$ cat config.mk
export PLATFORM = sky130hd
export DESIGN_NAME = matmul_operand_feeder
export DESIGN_NICKNAME = d
export VERILOG_FILES = /design/src/rtl/matmul_operand_feeder.sv
export SDC_FILE = /design/constraint.sdc
export NUM_CORES = 2
export LEC_CHECK = 0
export BUFFER_PORTS_ARGS = -buffer_cell sky130_fd_sc_hd__buf_2
export CAP_MARGIN = 30
export CORE_UTILIZATION = 47
export CTS_BUF_LIST = sky130_fd_sc_hd__clkbuf_4 sky130_fd_sc_hd__clkbuf_8 sky130_fd_sc_hd__clkbuf_16
export DETAILED_ROUTE_END_ITERATION = 8
export GPL_ROUTABILITY_DRIVEN = 0
export SETUP_SLACK_MARGIN = 0.5
export SLEW_MARGIN = 20
export SYNTH_ARGS = -nofsm -noshare
export SYNTH_HDL_FRONTEND = slang
export SYNTH_SLANG_ARGS = --single-unit
$ cat constraint.sdc
create_clock -name clk -period 3.4 [get_ports clk]
set_input_delay 0.34 -clock clk [delete_from_list [all_inputs] [get_ports clk]]
set_output_delay 0.34 -clock clk [all_outputs]
set_load 0.02 [all_outputs]
$ cat src/rtl/matmul_operand_feeder.sv
// matmul_operand_feeder
//   Purpose : double-buffered operand store for a matrix-vector engine. The
//             host streams V vector words then R*C matrix words (row-major)
//             into one bank while the engine reads the other bank.
//   Latency : data1/data2 are zero-latency combinational reads of rd_bank;
//             start pulses one cycle after the read bank becomes full.
//   Backpressure: in_ready drops while the write bank is still full (waiting
//             for the engine to release it); held words are ignored.
//   Ports   : clk, rst_n (async, active-low)
//             in_valid/in_data/in_ready : host load stream
//             start/eng_ready           : engine handshake
//             sel_vec/sel_row/sel_col   : engine read indices
//             data1/data2               : vector word / matrix word
//             bank_full                 : per-bank full flags
module matmul_operand_feeder #(
  parameter int VEC_BITS = 2,
  parameter int ROW_BITS = 2,
  parameter int COL_BITS = 4
) (
  input  logic                clk,
  input  logic                rst_n,
  input  logic                in_valid,
  input  logic [15:0]         in_data,
  output logic                in_ready,
  output logic                start,
  input  logic                eng_ready,
  input  logic [VEC_BITS-1:0] sel_vec,
  input  logic [ROW_BITS-1:0] sel_row,
  input  logic [COL_BITS-1:0] sel_col,
  output logic [15:0]         data1,
  output logic [15:0]         data2,
  output logic [1:0]          bank_full
);

  localparam int V       = 1 << VEC_BITS;
  localparam int RC_BITS = ROW_BITS + COL_BITS;
  localparam int MAT     = 1 << RC_BITS;
  localparam int WORDS   = V + MAT;
  localparam int CNT_W   = $clog2(WORDS);
  localparam logic [CNT_W-1:0] LAST = CNT_W'(WORDS - 1);

  typedef enum logic [1:0] {
    IDLE      = 2'd0,
    START     = 2'd1,
    WAIT_BUSY = 2'd2,
    WAIT_DONE = 2'd3
  } state_t;

  state_t           r_state;
  state_t           w_state_nxt;
  logic             r_wr_bank;
  logic             r_rd_bank;
  logic [CNT_W-1:0] r_wr_cnt;
  logic [1:0]       r_bank_full;
  logic [15:0]      r_mem [2][WORDS];

  logic             w_accept;
  logic             w_last;
  logic             w_release;
  logic [1:0]       w_set;
  logic [1:0]       w_clr;
  logic [CNT_W-1:0] w_vec_addr;
  logic [CNT_W-1:0] w_mat_addr;

  assign in_ready  = !r_bank_full[r_wr_bank];
  assign bank_full = r_bank_full;
  assign start     = (r_state == START);

  assign w_accept  = in_valid && in_ready;
  assign w_last    = w_accept && (r_wr_cnt == LAST);
  assign w_release = (r_state == WAIT_DONE) && eng_ready;

  // Set and clear can land on the same edge; a load only completes into a
  // non-full bank and a release only frees a full bank, so they never
  // target the same flag.
  assign w_set = w_last    ? {r_wr_bank, ~r_wr_bank} : 2'b00;
  assign w_clr = w_release ? {r_rd_bank, ~r_rd_bank} : 2'b00;

  // Vector words sit at 0..V-1, matrix words follow at V + row*C + col.
  assign w_vec_addr = CNT_W'(sel_vec);
  assign w_mat_addr = CNT_W'(V) + CNT_W'({sel_row, sel_col});

  assign data1 = r_mem[r_rd_bank][w_vec_addr];
  assign data2 = r_mem[r_rd_bank][w_mat_addr];

  // Load-side pointers and flags.
  always_ff @(posedge clk or negedge rst_n) begin
    if (!rst_n) begin
      r_wr_bank   <= 1'b0;
      r_wr_cnt    <= '0;
      r_bank_full <= 2'b00;
    end else begin
      r_bank_full <= (r_bank_full & ~w_clr) | w_set;
      if (w_accept) begin
        if (w_last) begin
          r_wr_cnt  <= '0;
          r_wr_bank <= ~r_wr_bank;
        end else begin
          r_wr_cnt  <= r_wr_cnt + 1'b1;
        end
      end
    end
  end

  // Operand storage is deliberately not reset; release only drops the flag.
  always_ff @(posedge clk) begin
    if (w_accept) begin
      r_mem[r_wr_bank][r_wr_cnt] <= in_data;
    end
  end

  // Dispatch state register and read-bank pointer.
  always_ff @(posedge clk or negedge rst_n) begin
    if (!rst_n) begin
      r_state   <= IDLE;
      r_rd_bank <= 1'b0;
    end else begin
      r_state <= w_state_nxt;
      if (w_release) begin
        r_rd_bank <= ~r_rd_bank;
      end
    end
  end

  // Engine handshake: wait for a full bank, pulse start, then see the
  // engine go busy (eng_ready low) and come back idle before releasing.
  always_comb begin
    w_state_nxt = r_state;
    case (r_state)
      IDLE:      if (r_bank_full[r_rd_bank] && eng_ready) w_state_nxt = START;
      START:     w_state_nxt = WAIT_BUSY;
      WAIT_BUSY: if (!eng_ready) w_state_nxt = WAIT_DONE;
      WAIT_DONE: if (eng_ready) w_state_nxt = IDLE;
      default:   w_state_nxt = IDLE;
    endcase
  end

endmodule
==> flow_metrics.tcl <==
set metrics [dict create \
    status "finished with violations" \
    violations "setup timing" \
    grt_usage_pct 26.08 \
    slew_viol_final 0 \
    synthMuxAreaShare_pct 17.02 \
    worst_pin_slew_ns 0.9961 \
    clockRootBuffer "clkbuf_16" \
    wl_per_cell_um 33.55 \
    core_area_sq_um 180700 \
    postSynthNetCount 3881 \
    worstPathArrival_ns 3.97 \
    place_area_sq_um 93520 \
    highest_layer "met5" \
    vias 44430 \
    grt-ovfl-total 0 \
    hp-class "input port to flip-flop" \
    period_share_pct 126.7 \
    switchingPower_w 0.01812 \
    h-tree-depth 4 \
    vias_per_cell 6.208 \
    fin_crit_ns 4.308 \
    maxCapViolCount 0 \
    post-route-util_pct 57.06 \
    area_growth_pct 20.60 \
    dpl.hpwl_mm 150.5 \
    regArea_sq_um 65670 \
    routed_wl_mm 240.2 \
    fillers 13330 \
    synth_compound_area_share_pct 2.243 \
    synth_top_area_share_pct 76.41 \
    cts_tree "done" \
    rsz0062_at_grt "yes" \
    intPower_w 0.05192 \
    grt_pass1_vias 43700 \
    required_ns 3.06 \
    powerDensity_nw_per_um2 679.1 \
    setup_viol 16 \
    num_rows 156 \
    fin_ws_ns -0.9082 \
    synthArstFlopShare_pct 0.5939 \
    die_area_sq_um 183700 \
    seq_area_frac_synth_pct 76.79 \
    dr_wl_met2_mm 114.6 \
    drc 0 \
    io_buffers 63 \
    ios 64 \
    synth_cell_types 70 \
    fin_skew_ns 0.05108 \
    clkLatencyLatePin_ns 0.86 \
    syn_avg_cell_area_sq_um 22.23 \
    clock_path_buffers 3 \
    yosys_warnings 0 \
    ys.flop_type "edfxtp_1" \
    numCtsBuffers 218 \
    power.share.combinational_pct 23.0 \
    clock_sinks 2189 \
    multi_input_area_sq_um 19740 \
    endpoint_kind "output port" \
    p_clk_share_pct 33.8 \
    grt_first_pass_wirelength_mm 336.2 \
    synth_top_family_by_area "multiplexers" \
    hold_violations 0 \
    drtIter0Drc 5374 \
    synthCells 3847 \
    synthTopCellsByArea "edfxtp_1 76%, mux4_2 15%, mux2i_1 1.1%" \
    seq_power_share_pct 43.2 \
    layout_commonest_cell "edfxtp_1" \
    antenna_left 0 \
    yosysTopAreaCell "edfxtp_1" \
    wl_met3_mm 19.59 \
    p_sw_share_pct 25.87 \
    floorplan.die.width_um 428.6 \
    routedLengthMet1_mm 97.44 \
    synth-adder-area-share_pct 0.08779 \
    initial_core_util_pct 47.31 \
    synthSimpleGateAreaFrac_pct 2.214 \
    syn_area_sq_um 85520 \
    cp_max_fo 7 \
    grt_max_degree 113 \
    die_h_um 428.6 \
    drive_gt1_share_pct 40.64 \
    critPathKind "flip-flop to output port" \
    fin_nets 4625 \
    hold_slack_ns 0.07327 \
    final_area_sq_um 103100 \
    max_freq_ghz 0.2321 \
    max_slew_margin_pct 33.59 \
    synth_xor_area_share_pct 0.09218 \
    reg2reg_slack_ns 0.86 \
    fin_tns_setup_ns -13.28 \
    ir_worst_vdd_v 0.0006967 \
    synth_seq_cells 2189 \
    antenna_found_initial 11 \
    mostFrequentLayoutCells "2176 x edfxtp_1, 585 x mux4_2, 530 x buf_4" \
    synth_edf_count 2176 \
    power_w 0.07004 \
    drtPass1Iterations 6 \
    leakagePower_nw 33.52 \
    cp-start-kind "flip-flop" \
    clk_pin_slew_ns 0.06 \
]
through the flow:
| step | std cells | setup WS, ns |
|---|---|---|
| 2_1_floorplan | 3847 | 0.3548 |
| 3_3_place_gp | 6658 | -0.4940 |
| 3_5_place_dp | 6658 | -0.4855 |
| 4_1_cts | 7120 | -0.9359 |
| 5_1_grt | 7153 | -0.9480 |
| 6_report | 7158 | -0.9082 |
layer usage:
| layer | GRT usage [%] | vias up |
|---|---|---|
| met1 | 37.32 | 24060 |
| met4 | 8.661 | 6 |
| li1 | - | 17880 |
| met3 | 4.283 | 397 |
| met5 | 0 | - |
| met2 | 41.17 | 2093 |
what timing repair did:
action / in CTS / in global routing
gates resized for setup: 245 / 64
hold buffers: 7 / 0
cloned: 14 / 3
pin swaps: 31 / 31
endpoints found under the setup margin: 32 / 32
endpoints found under the hold margin: 90 / 0
buffers inserted: 31 / 27
kinds of logic (layout without fill, tap and decap cells):
family	count (synthesis)	count (layout)
flip-flops	2189	2189
multiplexers	718	718
AND/OR/NAND/NOR	437	437
AO/OA/AOI/OAI	262	262
buffers and inverters	226	1160
XOR/XNOR	9	9
adder cells (fa/ha/maj)	6	6
other	0	7
synthesized netlist by cell type (3+ instances only):
| library cell | n |
|---|---|
| o221ai_1 | 19 |
| a22o_1 | 13 |
| o31ai_1 | 3 |
| mux4_2 | 585 |
| nor2_1 | 174 |
| xor2_1 | 4 |
| a31oi_1 | 7 |
| mux2i_1 | 96 |
| or3_1 | 4 |
| buf_2 | 54 |
| and3_1 | 13 |
| o41ai_1 | 6 |
| a41oi_1 | 4 |
| buf_4 | 30 |
| xnor2_1 | 5 |
| o2111ai_1 | 4 |
| o32ai_1 | 7 |
| nand2_1 | 142 |
| a41o_1 | 4 |
| a311oi_1 | 6 |
| nor2b_1 | 15 |
| nand3b_1 | 3 |
| a221oi_1 | 16 |
| edfxtp_1 | 2176 |
| nor3_1 | 22 |
| dfrtp_1 | 13 |
| mux2_2 | 35 |
| buf_6 | 28 |
| o22ai_1 | 36 |
| a21oi_1 | 25 |
| ha_1 | 6 |
| a32oi_1 | 10 |
| nand4_1 | 4 |
| o21ai_0 | 29 |
| o211ai_1 | 5 |
| a22oi_1 | 42 |
| nand3_1 | 32 |
| a2111oi_0 | 7 |
| a211oi_1 | 8 |
| buf_8 | 6 |
| clkbuf_1 | 81 |
| buf_1 | 19 |
| and2_1 | 9 |
| nand2b_1 | 7 |
power groups by stage:
stage	registers (W)	logic (W)	clock network, W
finish	0.0303	0.0161	0.0237
detailed placement	0.0309	0.0134	0
global placement	0.0309	0.0133	0
floorplan	0.0307	0.00862	0
CTS	0.0303	0.0156	0.0240
global route	0.0303	0.0168	0.0250
final cells by class:
type | instances | share of cell area (%)
diodes | 7 | 0.01698
clock buffers | 268 | 5.688
inverters | 5 | 0.02305
well taps | 2370 | 2.875
multi-input cells | 1432 | 19.14
repair buffers | 745 | 7.393
flip-flops and latches | 2189 | 63.67
clock inverters | 142 | 1.194
worst max-delay path: stages, from the launching register on:
cell	delay, ns
dfrtp_4	0.44
buf_12	0.16
buf_16	0.18
buf_16	0.18
mux4_2	0.53
mux4_2	0.54
mux2i_1	0.17
buf_4	0.16
nor2_4	0.05
or4_4	0.53
buf_6	0.16
sequential cells by signal (all words and copies together) (netlist names):
register / cells
r_rd_bank: 1
r_wr_cnt: 7
r_state: 2
r_wr_bank: 1
bank_full: 2
r_mem: 2176
final timing paths:
| path | startpoint | endpoint | cells past startpoint |
|---|---|---|---|
| setup / recovery | r_rd_bank$_DFFE_PN0N_ | data2[5] | 10 |
| setup reg to reg | r_wr_bank$_DFFE_PN0P_ | r_mem[1][717]$_DFFE_PP_ | 8 |
| min in group asynchronous | rst_n | r_wr_cnt[4]$_DFFE_PN0N_ | 3 |
| max in group asynchronous | rst_n | r_rd_bank$_DFFE_PN0N_ | 3 |
| hold / removal | in_data[3] | r_mem[0][419]$_DFFE_PP_ | 1 |
| hold reg to reg | r_wr_cnt[4]$_DFFE_PN0N_ | r_wr_cnt[4]$_DFFE_PN0N_ | 1 |
Note: power is estimated with default switching activity, not from simulation.
